## config.mk

```make
export PLATFORM = sky130hd
export DESIGN_NAME = sequential_left_shift
export DESIGN_NICKNAME = d
export VERILOG_FILES = /design/src/rtl/sequential_left_shift.sv
export SDC_FILE = /design/constraint.sdc
export NUM_CORES = 1
export LEC_CHECK = 0
export ABC_AREA = 1
export BUFFER_PORTS_ARGS = -buffer_cell sky130_fd_sc_hd__clkbuf_2
export CAP_MARGIN = 20
export CELL_PAD_IN_SITES_DETAIL_PLACEMENT = 0
export CELL_PAD_IN_SITES_GLOBAL_PLACEMENT = 1
export CORE_MARGIN = 1.5
export CORE_UTILIZATION = 36
export CTS_CLUSTER_DIAMETER = 50
export CTS_CLUSTER_SIZE = 28
export DETAILED_ROUTE_END_ITERATION = 12
export PLACE_DENSITY = 0.92
export SYNTH_ARGS = -nofsm -noshare
export SYNTH_HDL_FRONTEND = slang
export SYNTH_SLANG_ARGS = --single-unit
```

## constraint.sdc

```tcl
create_clock -name clock -period 1.9 [get_ports clock]
set_clock_uncertainty 0.1 [all_clocks]
set_input_delay 0.285 -clock clock [delete_from_list [all_inputs] [get_ports clock]]
set_output_delay 0.285 -clock clock [all_outputs]
set_load 0.02 [all_outputs]
```

## src/rtl/sequential_left_shift.sv

```systemverilog
// sequential_left_shift: 32-bit logical left shift performed two bits per clock with overflow detection
module sequential_left_shift (
    input  logic        clock,
    input  logic        reset_n,
    input  logic        start,
    input  logic [31:0] in,
    input  logic [4:0]  shamt,
    output logic [31:0] out,
    output logic        done,
    output logic        busy,
    output logic        ovf
);
    typedef enum logic [1:0] {IDLE, SHIFT, DONE} state_t;
    state_t      state_q, state_d;
    logic [31:0] out_q, out_d;
    logic [4:0]  rem_q, rem_d;
    logic        ovf_q, ovf_d;
    logic        two_step;
    // state and datapath registers, cleared asynchronously so an abort leaves no trace
    always_ff @(posedge clock or negedge reset_n) begin
        if (!reset_n) begin
            state_q <= IDLE;
            out_q   <= '0;
            rem_q   <= '0;
            ovf_q   <= 1'b0;
        end else begin
            state_q <= state_d;
            out_q   <= out_d;
            rem_q   <= rem_d;
            ovf_q   <= ovf_d;
        end
    end
    // next-state logic: load on accepted start, shift by two (or one for the odd remainder), flag lost ones
    always_comb begin
        state_d  = state_q;
        out_d    = out_q;
        rem_d    = rem_q;
        ovf_d    = ovf_q;
        two_step = rem_q >= 5'd2;
        case (state_q)
            IDLE: if (start) begin
                out_d   = in;
                rem_d   = shamt;
                ovf_d   = 1'b0;
                state_d = (shamt == 5'd0) ? DONE : SHIFT;
            end
            SHIFT: begin
                out_d   = two_step ? {out_q[29:0], 2'b00} : {out_q[30:0], 1'b0};
                rem_d   = two_step ? rem_q - 5'd2 : 5'd0;
                ovf_d   = ovf_q | out_q[31] | (two_step & out_q[30]);
                state_d = (rem_d == 5'd0) ? DONE : SHIFT;
            end
            DONE:    state_d = IDLE;
            default: state_d = IDLE;
        endcase
    end
    assign out  = out_q;
    assign ovf  = ovf_q;
    assign done = state_q == DONE;
    assign busy = state_q != IDLE;
endmodule

```

Word level (Yosys, flattened, before mapping) --
Index checks and enable logic that the tools add are counted.
Word-level totals: logic and storage cells 30, bits of input ports 40, bits in registers 40, output and inout port bits 35
Cells by class: multiplexer cells 12, order comparisons 1, bitwise gates (word level) 3, reduce and logical (&&, ||, !) cells 6, equality and inequality tests 3, add/subtract/negate cells 1
Operator list (number):
- $mux W32 | 2
- $pmux W32 S2 | 1
- $logic_not A5 Y1 | 2
- $mux W5 | 2
- $pmux W5 S2 | 1
- $mux W2 | 3
- $ge A5 B2 Y1 const B | 1
- $sub A5 B2 Y5 const B | 1
- $pmux W2 S2 | 1
- $reduce_bool A2 Y1 | 2
- $eq A2 B1 Y1 const B | 1
- $eq A2 B2 Y1 const B | 1
- $logic_not A2 Y1 | 1
- $ne A2 B2 Y1 const B | 1
- $or A1 B1 Y1 | 2
- $pmux W1 S2 | 1
- $reduce_and A2 Y1 | 1
- $and A1 B1 Y1 | 1
- $mux W1 | 1

Logic depth before layout (Yosys ltp) --
Gate-level depths: netlist of run 1.
depth in word-level cells 5, depth in mapped cells 10, gate-level depth less buffers 9

Worst setup path after synthesis of run 1 --
No wires, ideal clock.
path type register -> register, from register rem_q[1], to register out_q[11] (netlist: out[11]), buffers on the path 1, stages on the path, launching flop included 11, library setup time 0.139 ns, data arrival time 1.311 ns, path slack 0.350 ns, path through dfrtp_1 -> inv_2 -> ha_1 -> nand2_2 -> nor2_2 -> nand2_2 -> inv_2 -> buf_2 -> nand2_1 -> nand3_1 -> a22oi_1
On the way: word-level cells in the longest chain between the ends 3
Ends and longest elaborated chain:
- start, declared | RTL line 16 | logic [4:0] rem_q, rem_d;
- start signal, assigned | RTL line 29 | rem_q <= rem_d;
- $ge A5 B2 Y1 | RTL line 39 | two_step = rem_q >= 5'd2;
- $mux W32 | RTL line 48 | out_d = two_step ? {out_q[29:0], 2'b00} : {out_q[30:0], 1'b0};
- $pmux W32 S2 | RTL line 40 | case (state_q)
- end signal, assigned | RTL line 28 | out_q <= out_d;
- end, declared | RTL line 15 | logic [31:0] out_q, out_d;
Every way passes these cells. A chain may end at the register's enable or synchronous reset.

Worst setup path after layout of run 1 --
from register state_q[0], to output port busy
On the way: word-level cells in the longest chain between the ends 1
Ends and longest elaborated chain:
- start, declared | RTL line 14 | state_t state_q, state_d;
- start signal, assigned | RTL line 27 | state_q <= state_d;
- $reduce_bool A2 Y1 | RTL line 60 | assign busy = state_q != IDLE;
- end, declared | RTL line 10 | output logic busy,
Every way passes these cells.

==> results of run 1 <==
## cell families (layout without fill, tap and decap cells)
family                     count (synthesis)  count (layout)  share of synthesized area
AOI/OAI and AO/OA                        121             121                      0.299
and+or+nand+nor                           82              82                      0.157
buffers and inverters                     64             136                      0.112
DFF                                       40              40                      0.426
adders and majority gates                  1               1                    0.00533
## cells in the mapped netlist, drive strengths merged
master / instances
nor3: 1
o22ai: 3
nand4: 2
buf: 15
a21oi: 57
a22oi: 13
o21ai: 28
ha: 1
a211oi: 1
nand3: 18
a21boi: 18
clkbuf: 5
nor2: 8
inv: 44
or2: 2
dfrtp: 40
nand2: 51
o211ai: 1
## flip-flops by register name, summed over array words and instances (netlist names)
signal,flops
out,32
ovf,1
rem_q,5
state_q,2
## path summary, 6_finish.rpt
check	slack, ns	end	startpoint	cells after the start
min in group asynchronous	0.39	out[11]	reset_n	2
max in group asynchronous	0.74	out[27]	reset_n	3
worst min-delay path	0.15	out[0]	in[0]	3
worst min register to register	0.45	ovf	out[31]	2
worst max register to register	0.17	out[29]	rem_q[1]	8
worst max-delay path	0.16	busy	state_q[0]	3
## power groups by stage
| stage | combinational (mW) | sequential [mW] | clock, mW |
|---|---|---|---|
| after CTS | 3.46 | 1.66 | 0.613 |
| after detailed placement | 3.44 | 1.67 | 0 |
| after global placement | 3.39 | 1.67 | 0 |
| final | 3.44 | 1.66 | 0.600 |
| after global routing | 3.85 | 1.72 | 0.654 |
| after floorplan | 2.08 | 2.03 | 0 |
## metal layers
layer	vias up	routed length, um
met1	1116	2860
met3	7	320
li1	1180	-
met5	-	0
met2	68	3010
met4	0	84
## critical path: stages, from the launching register on
cell and delay [ns]:
sky130_fd_sc_hd__dfrtp_1 0.52, sky130_fd_sc_hd__nor2_1 0.28, sky130_fd_sc_hd__inv_1 0.10, sky130_fd_sc_hd__clkbuf_2 0.16
## timing repair
action / 4_1_cts / 5_1_grt
endpoints found under the hold margin: 17 / 0
hold buffers: 1 / 0
resized for setup: 0 / 3
setup endpoints to repair: 0 / 3
buffers inserted: 0 / 0
## through the flow
step	power (mW)	setup slack [ns]	util	instances	hold WS [ns]
after CTS	5.73	0.160	0.460	457	0.146
after floorplan	4.11	0.350	-	308	-0.111
final	5.71	0.163	0.461	457	0.150
after global routing	6.23	0.0202	0.461	457	0.168
after detailed placement	5.11	0.179	0.443	448	0.186
after global placement	5.05	0.238	0.443	448	0.184
## layout make-up
cell class / count / area (um^2) / share of cell area
well taps: 77 / 96.3 / 0.0331
multi-input cells: 204 / 1080 / 0.372
repair buffers: 84 / 468 / 0.161
flip-flops and latches: 40 / 1000 / 0.344
inverters: 44 / 169 / 0.0580
clock buffers: 6 / 82.6 / 0.0284
clock inverters: 2 / 10.0 / 0.00344
==> metrics list, run 1 <==
* Number of placement rows: 29
- Number of ports placed on the die boundary: 75
- Half-perimeter wire length of the detailed placement result: 4530 um
- After clock tree synthesis, the clock-pin slew on the worst setup and hold paths is 0.08 ns.
- The internal portion of the total power is 2.82 mW.
- Via count of the routed design: 2371
- CTS Root Buffer Type: sky130_fd_sc_hd__clkbuf_8
- Hold Path Class: in2reg
* Routability congestion estimate: 0.922
- Initial Util: 0.372
- For this run, the post-layout net count is 420.
* Yosys reg bits: 40
- Critical Path RT: 1.51 ns
* Grt peak-use layer: met2
- In the post-synthesis netlist, the biggest area contributors are sky130_fd_sc_hd__dfrtp_1 (43%), sky130_fd_sc_hd__a21oi_1 (12%), sky130_fd_sc_hd__nand2_1 (7.8%).
- Met3 track utilization from global routing: 0.0425
- Across the run, the number of max-cap violations was 0.
- CTS saw 40 sinks.
- The worst setup path is launched from a flip-flop.
- The share of total power dissipated in the clock network is 0.105.
* Via density: 5.19
- Finish-stage setup viols: 0
* Endpoint kind of the worst setup timing path: output port
- The worst pin sits at a relative slew slack of 0.646.
- For this run, global-route usage on met2 was measured as 0.307.
* Vias in the first global route: 2271
- Final cycle utilization of the critical path: 0.914
* Total number of H-tree levels: 2
* Type of the setup path with the least slack: reg2out
* Gr usage total: 0.186
* RSZ-0062 raised after global routing: no
* Share of cells above drive strength 1: 0.276
* Leakage power total: 1.50 nW
- Of the total power, the share spent switching nets is 0.505.
* Data arrival, critical path: 1.35 ns
* Part of the power in combinational logic: 0.604
* Register area share after synthesis: 0.426
* Met1 track demand over resource: 0.238
- The flow ran to the end, and the final reports show no timing, DRC or antenna violations.
- Die width: 83.8 um
- Cell type contributing the most total cell area after synthesis: sky130_fd_sc_hd__dfrtp_1
- Commonest non-fill, non-tap cell in the layout: sky130_fd_sc_hd__clkbuf_2
- The die covers 7020 um^2.
- Static timing analysis puts the maximum clock frequency at 576 MHz.
- Number of I/O port buffers: 74
- Once detail routing completed, the nets flagged for antenna violations numbered 0.
- Share of the synthesized area in the top cell type: 0.426
* DRC violations left: 0
* Power dissipated by switching net loads: 2.88 mW
- Worst skew pair latency: 0.30 ns
- Cell area after synthesis: 2350 um^2
- Synthesized instance count: 308
- For this design the ratio of total power to cell area is 1960 nW/um^2.
- Total CTS buffers: 5
- Maximum buffer depth of the clock tree: 2
* Share of power burned in registers: 0.291
- Number of antenna violations at the first check in global routing: 0
- Clock tree from TritonCTS: done
- Wire length of the first global-routing pass: 10400 um
* Sum of negative setup slack: 0 ns
* Most frequent cells in the layout: sky130_fd_sc_hd__clkbuf_2 (74), sky130_fd_sc_hd__a21oi_1 (57), sky130_fd_sc_hd__nand2_1 (49), sky130_fd_sc_hd__dfrtp_1 (40), sky130_fd_sc_hd__inv_1 (37)
- The total count of hold-check failures in the final report is 0.
* Shortest clock period the worst path allows after layout: 1.74 ns
* Transition time at the pin with the least slew margin: 0.531 ns
* Post-placement cell area: 2800 um^2
- Number of diodes added for antenna fixing: 0
* Maximum ir drop on the vdd rail: 0.000835 V
* First drt pass iteration count: 4
- Core footprint: 6310 um^2
* Post-synthesis area per instance: 7.63 um^2
- Final instance area: 2910 um^2
- Entering global routing, the biggest net connects 41 pins.
- The area growth from synthesis to layout is 23.9%.
- After global routing the overflow that remains totals 0.
* Final number of max-transition violations: 0
- Along the worst path, the maximum fanout reaches 8.
- Synthesis produced a netlist with a net count of 349.
- Counting the fill cells in the layout gives 666.
- For this block, the initial DRC count from the detailed router was 133.
- Height of the die: 83.8 um
* Distinct cell type count of the synthesized netlist: 28
- Sum of routed wire length over all layers: 6270 um
- The Yosys step of the flow raised 0 warnings.
* DR WL/cell: 13.7 um
(Power assumes the default switching activity.)
==> run 2, diff against run 1 <==
--- a/config.mk
+++ b/config.mk
@@ -16,6 +16,7 @@
 export CTS_CLUSTER_SIZE = 28
 export DETAILED_ROUTE_END_ITERATION = 12
 export PLACE_DENSITY = 0.92
+export SLEW_MARGIN = 15
 export SYNTH_ARGS = -nofsm -noshare
 export SYNTH_HDL_FRONTEND = slang
 export SYNTH_SLANG_ARGS = --single-unit
==> constraint.sdc (replaced) <==
create_clock -name clock -period 1.9 [get_ports clock]
set_clock_uncertainty 0.1 [all_clocks]
set_input_delay 0.285 -clock clock [delete_from_list [all_inputs] [get_ports clock]]
set_output_delay 0.285 -clock clock [all_outputs]
set_load 0.1 [all_outputs]
==> metrics list, run 2 (same netlist as run 1, synthesis figures left out) <==
- Outcome: finished clean
- Number of placement rows: 29 (unchanged)
- The area of the core is 6310 um^2 (unchanged).
* RSZ-0062 raised after global routing: no
- Worst skew pair latency: 0.30 ns (about the same)
* Final number of max-transition violations: 0 (unchanged)
- The library cell used most frequently in the layout, excluding fill and tap cells, is sky130_fd_sc_hd__clkbuf_2.
- Wire length of the first global-routing pass: 10700 um (+2.5%)
- STA classifies the critical path endpoint as an output port.
- The total routing resource utilization after global routing was 0.191 (+0.00519).
* Transition time at the pin with the least slew margin: 0.560 ns (+0.0283 ns)
- Initial Util: 0.372 (unchanged)
- Worst-path cell with the longest stage delay: sky130_fd_sc_hd__dfrtp_1
* Maximum buffer depth of the clock tree: 2 (unchanged)
- Type of the setup path with the least slack: reg2out
- Clock tree from TritonCTS: done
- Sinks on the clock net: 40 (unchanged)
* Sum of negative setup slack: 0 ns (unchanged)
* Number of I/O port buffers: 74 (unchanged)
- Final hold violation count: 0 (unchanged)
* Die width: 83.8 um (unchanged)
- Via count of the routed design: 2392 (+0.89%)
* Antenna viol nets, final: 0 (unchanged)
* Critical path peak fanout: 8 (unchanged)
- Beginning of the worst hold path: in[0]
- Shortest clock period the worst path allows after layout: 1.83 ns (+0.0928 ns)
- Number of DRC markers in iteration 0: 176 (+32%)
* DR WL/cell: 14.0 um (+2.2%)
- The count of buffering cells on the critical path with inverters included came to 1 (-1).
- Nets: 425 (+1.2%)
* Crit-path cells: nor2_2, clkbuf_2
* Relative max-transition margin: 0.629 (-0.0173)
* Total CTS buffers: 5 (unchanged)
- Number of antenna violations at the first check in global routing: 0 (unchanged)
* Start point of the critical path: state_q[0]
- Vias in the first global route: 2183 (-3.9%)
- Most frequent cells in the layout: sky130_fd_sc_hd__clkbuf_2 (73), sky130_fd_sc_hd__a21oi_1 (57), sky130_fd_sc_hd__nand2_1 (49), sky130_fd_sc_hd__dfrtp_1 (40), sky130_fd_sc_hd__inv_1 (37)
* Clock transition at path regs: 0.08 ns (about the same)
* CTS Root Buffer Type: sky130_fd_sc_hd__clkbuf_8
- Max Cap Viol: 0 (unchanged)
- The number of top-level pins came to 75 (unchanged).
- The part of the cycle the worst path needs is 0.963 (+0.0489).
- WP depth: 2 (-1)
- Layout Area Growth over Synthesis: 26.2%
* Largest incremental delay on the critical path: 0.52 ns (about the same)
* Critical Path RT: 1.51 ns (about the same)
* Routability congestion estimate: 0.799 (-13%)
- The die height is 83.8 um (unchanged).
* Instance count along the most critical hold path: 3 (unchanged)
- Maximum number of pins on one net before global-route repair: 28 (-32%)
- Data arrival, critical path: 1.44 ns (+0.09 ns)
- Critical Path Start Type: flip-flop
- The number of H-tree levels is 2 (unchanged).
* Gate family responsible for the most delay along the worst path: flip-flops
* Finish-stage setup viols: 0 (unchanged)
- Die area: 7020 um^2 (unchanged)
* Half-perimeter wire length of the detailed placement result: 4590 um (+1.3%)
* DRC violations left: 0 (unchanged)
* Total congestion overflow: 0 (unchanged)
- Number of cells on the worst reg-to-reg path: 9 (+1)
- Hold Path Class: in2reg
- Critical R2R Launch: rem_q[1]
- The total detailed-routing wirelength is 6480 um (+3.3%).
* Final instance area: 2960 um^2 (+1.8%)
- The flip-flop count of the largest register, all copies and words added is 32 (unchanged).
* Post-placement cell area: 2820 um^2 (+0.63%)
- Share of cells above drive strength 1: 0.288 (+0.0120)
- The number of diodes came to 0 (unchanged).
- Via density: 5.18 (-0.21%)
- The length of the first detailed-routing pass in iterations was 5 (+1).
* Achievable clock frequency: 547 MHz (-5.1%)
run 2: cell count changes in the layout (fill, tap and decap cells not counted), sizes merged:
cell | before | now
clkinv | 3 | 2
clkbuf | 80 | 79
buf | 9 | 15
inv | 43 | 44
run 2: final timing paths:
check                      slack (ns)  endpoint
setup / recovery                 0.07      done
hold / removal                   0.15    out[0]
setup reg to reg                 0.12   out[29]
hold reg to reg                  0.45       ovf
max in group asynchronous        0.76   out[22]
min in group asynchronous        0.35    out[5]
run 2: metrics by stage:
stage	std cells	utilization	setup slack, ns	hold WS (ns)
3_5_place_dp	448	0.446	0.0648	0.158
6_report	462	0.469	0.0705	0.145
4_1_cts	457	0.462	0.0606	0.142
5_1_grt	462	0.469	0.00181	0.170
3_3_place_gp	448	0.446	0.137	0.158
2_1_floorplan	308	-	0.192	-0.111
run 2: area by class of cell:
cell class	count	area, um^2
clock buffer	6	82.6
clock inverter	2	10.0
fill	668	3350
inverter	44	170
multi-input combinational	204	1090
sequential	40	1000
tap	77	96.3
timing repair buffer	89	513
run 2: routing by layer:
| layer | part of all wire | track usage | vias up |
|---|---|---|---|
| li1 | - | - | 1185 |
| met1 | 0.46 | 0.271 | 1118 |
| met2 | 0.47 | 0.290 | 82 |
| met3 | 0.058 | 0.0475 | 7 |
| met4 | 0.012 | 0.0551 | 0 |
| met5 | 0 | 0 | - |
run 2: repair_timing:
item	in CTS	in global routing
setup buffers	0	5
gates resized for setup	0	3
hold buffers	1	0
endpoints found under the setup margin	0	29
hold endpoints to repair	16	0
run 2: worst register-to-register path, delay by kind of cell, from the launching register on:
kind	cells	cell delay, ns
AO/OA/AOI/OAI	3	0.46
flip-flops	1	0.38
AND/OR/NAND/NOR	3	0.34
buffers and inverters	2	0.26
adder cells (fa/ha/maj)	1	0.19
Power of run 2 is left out: the tool's default activity adds up to more than one toggle a clock period on the data nets, which glitch-free logic cannot reach.
==> run 3, diff against run 2 <==
--- a/config.mk
+++ b/config.mk
@@ -5,13 +5,12 @@
 export SDC_FILE = /design/constraint.sdc
 export NUM_CORES = 1
 export LEC_CHECK = 0
-export ABC_AREA = 1
 export BUFFER_PORTS_ARGS = -buffer_cell sky130_fd_sc_hd__clkbuf_2
 export CAP_MARGIN = 20
 export CELL_PAD_IN_SITES_DETAIL_PLACEMENT = 0
 export CELL_PAD_IN_SITES_GLOBAL_PLACEMENT = 1
 export CORE_MARGIN = 1.5
-export CORE_UTILIZATION = 36
+export CORE_UTILIZATION = 38
 export CTS_CLUSTER_DIAMETER = 50
 export CTS_CLUSTER_SIZE = 28
 export DETAILED_ROUTE_END_ITERATION = 12
@@ -20,3 +19,4 @@
 export SYNTH_ARGS = -nofsm -noshare
 export SYNTH_HDL_FRONTEND = slang
 export SYNTH_SLANG_ARGS = --single-unit
+export TNS_END_PERCENT = 1
==> metrics list, run 3 <==
- RSZ-0062 raised after global routing: no
- Antenna viol nets, final: 0 (unchanged)
* Via count of the routed design: 2317 (-3.1%)
* Nets: 390 (-8.2%)
- Post-synthesis area per instance: 9.16 um^2 (+20%)
* Sum of routed wire length over all layers: 6440 um (-0.57%)
- Largest cells by area after synthesis: sky130_fd_sc_hd__dfrtp_1 (40%), sky130_fd_sc_hd__mux2i_1 (13%), sky130_fd_sc_hd__o221ai_1 (11%)
* Height of the die: 83.7 um (-0.13%)
- The final cell utilization of the core was 0.501 (+0.0319).
- Sum of negative setup slack: 0 ns (unchanged)
- The count of mapped cells out of synthesis is 270 (-12%).
- The worst register-to-register path ends at out[17].
- The worst setup path is captured at an output port.
- Via density: 5.43 (+4.8%)
- Critical path peak fanout: 10 (+2)
* Routability congestion estimate: 0.838 (+4.9%)
- The final number of max-transition violations came to 0 (unchanged).
- Hold Path Class: in2reg
* Half-perimeter wire length of the detailed placement result: 4720 um (+2.8%)
- The number of register bits inferred by synthesis was 40 (unchanged).
- Number of cells on the worst reg-to-reg path: 7 (-2)
* Instance count along the most critical hold path: 2 (-1)
- CTS Root Buffer Type: sky130_fd_sc_hd__clkbuf_8
* Max Cap Viol: 0 (unchanged)
* Post-synth ARST share: 1.00 (unchanged)
- DRC violations left: 0 (unchanged)
- Distinct cell type count of the synthesized netlist: 29 (+3.6%)
- For hold timing, the worst endpoint is state_q[1].
- Wire length of the first global-routing pass: 10800 um (+1.2%)
* Sinks on the clock net: 40 (unchanged)
- The number of H-tree levels came to 2 (unchanged).
- Vias in the first global route: 2248 (+3.0%)
* Final cycle utilization of the critical path: 0.960 (-0.00252)
- The floorplan die width is 83.7 um (-0.13%).
- TritonCTS built the clock tree.
- Most used standard cell by instance count after synthesis: sky130_fd_sc_hd__dfrtp_1
- Finish-stage setup viols: 0 (unchanged)
- The maximum clock path buffer count is 2 (unchanged).
* Worst hold margin: 0.151 ns (+0.00553 ns)
- Number of diodes added for antenna fixing: 0 (unchanged)
* Critical R2R Launch: rem_q[1]
- The global route total overflow is 0 (unchanged).
- The total routing resource utilization after global routing was 0.191 (-0.000260).
- Share of the synthesized area in the top cell type: 0.405 (-0.0214)
* Share of cells above drive strength 1: 0.306 (+0.0174)
- Number of ports placed on the die boundary: 75 (unchanged)
- Sorting the synthesized cells by how often they occur yields sky130_fd_sc_hd__dfrtp_1 (40), sky130_fd_sc_hd__nand2_1 (35), sky130_fd_sc_hd__nor2b_1 (35).
- The time the final worst path needs with I/O delays and setup was 1.82 ns (-0.00479 ns).
- Number of antenna violations at the first check in global routing: 0 (unchanged)
- The worst endpoint required time was 1.51 ns (about the same).
- The flop-to-flop setup slack was 0.09 ns (-0.03 ns).
- Number of nets in the synthesized netlist: 311 (-11%)
- The length of the first detailed-routing pass in iterations came to 4 (-1).
* Top_reg_cell synth: sky130_fd_sc_hd__dfrtp_1
- The library cells used most frequently in the layout, excluding fill and tap cells, are sky130_fd_sc_hd__clkbuf_2 (72), sky130_fd_sc_hd__dfrtp_1 (40), sky130_fd_sc_hd__nand2_1 (35), sky130_fd_sc_hd__nor2b_1 (33), sky130_fd_sc_hd__a21oi_1 (33).
- The total count of hold-check failures in the final report came to 0 (unchanged).
- Largest register FFs: 32 (unchanged)
* Core footprint: 6310 um^2 (unchanged)
- Number of DRC markers in iteration 0: 170 (-3.4%)
- The sequential share of the synthesized area came to 0.405 (-0.0214).
- The transition at the pin with the smallest max-transition slack was 0.727 ns (+0.167 ns).
- Leaving out fill and tap cells, the most frequent cell in the layout is sky130_fd_sc_hd__clkbuf_2.
- The row count is 29 (unchanged).
- Warning count from the yosys run: 0 (unchanged)
* Cell area after synthesis: 2470 um^2 (+5.3%)
* Achievable clock frequency: 548 MHz (+0.26%)
- Clock transition at path regs: 0.08 ns (about the same)
* Cell type contributing the most total cell area after synthesis: sky130_fd_sc_hd__dfrtp_1
- Data arrival, critical path: 1.44 ns (about the same)
- DR WL/cell: 15.1 um (+7.6%)
- Relative to the synthesized area, the layout overhead comes to 28.0%.
* Relative max-transition margin: 0.514 (-0.114)
- Number of flops mapped to enable cells by yosys: 0 (unchanged)
- Die area: 7000 um^2 (-0.26%)
- Maximum number of pins on one net before global-route repair: 25 (-11%)
- The number of buffers added on ports was 74 (unchanged).
- The clock latency on the worst-skew pair came to 0.30 ns (about the same).
- The worst setup path is of the reg2out kind.
- The total clock buffers created by CTS is 5 (unchanged).
- The worst hold path begins at shamt[3].
- The run finished with clean final reports.
- The initial core utilization is 0.392 (+0.0196).
- STA classifies the critical path startpoint as a flip-flop.
==> run 3: cells by family after synthesis <==
| family | Yosys count | share of synthesized area |
|---|---|---|
| and+or+nand+nor | 84 | 0.176 |
| adders and majority gates | 1 | 0.00506 |
| DFF | 40 | 0.405 |
| xor gates and xnor gates | 1 | 0.00354 |
| buffers and inverters | 27 | 0.0531 |
| muxes | 31 | 0.126 |
| AOI/OAI and AO/OA | 86 | 0.232 |
==> run 3: area by class of cell <==
class,count,area [um^2]
Clock inverter,3,42.5
Timing Repair Buffer,95,589
Multi-Input combinational cell,203,1350
Inverter,4,15.0
Sequential cell,40,1000
Clock buffer,5,68.8
Tap cell,77,96.3
Fill cell,617,3150
==> run 3: worst max-delay path by stage <==
stage	start	endpoint	slack (ns)	depth (start not counted)
2_1_floorplan	state_q[0]	done	0.10	2
3_3_place_gp	rem_q[1]	rem_q[3]	0.15	7
3_5_place_dp	rem_q[1]	out[27]	0.06	7
4_1_cts	rem_q[1]	out[17]	0.03	7
5_1_grt	rem_q[1]	out[30]	0.004	6
6_report	state_q[0]	busy	0.08	3
==> run 3: repair_timing <==
item / 4_1_cts / 5_1_grt
hold buffers: 1 / 0
hold endpoints to repair: 12 / 0
setup endpoints to repair: 0 / 16
buffers inserted: 0 / 1
resized for setup: 0 / 1
==> run 3: layer usage <==
layer | global-route usage | wire length, um | vias to the layer above
met3 | 0.0415 | 360 | 5
met4 | 0.0641 | 72 | 0
li1 | - | - | 1143
met2 | 0.314 | 3060 | 71
met1 | 0.249 | 2950 | 1098
met5 | 0 | 0 | -
==> run 3: stage by stage <==
step           instance area [um^2]  setup WS (ns)  instances
3_5_place_dp                   3030         0.0645        417
4_1_cts                        3150         0.0349        426
2_1_floorplan                  2470          0.103        270
5_1_grt                        3170        0.00402        427
3_3_place_gp                   3030          0.148        417
6_report                       3170         0.0753        427
==> run 3: critical path, stage by stage (launching register included) <==
cell                      delay, ns
sky130_fd_sc_hd__dfrtp_1       0.44
sky130_fd_sc_hd__buf_4         0.20
sky130_fd_sc_hd__or2_2         0.33
sky130_fd_sc_hd__buf_12        0.17
Power of run 3 is left out for the same reason.
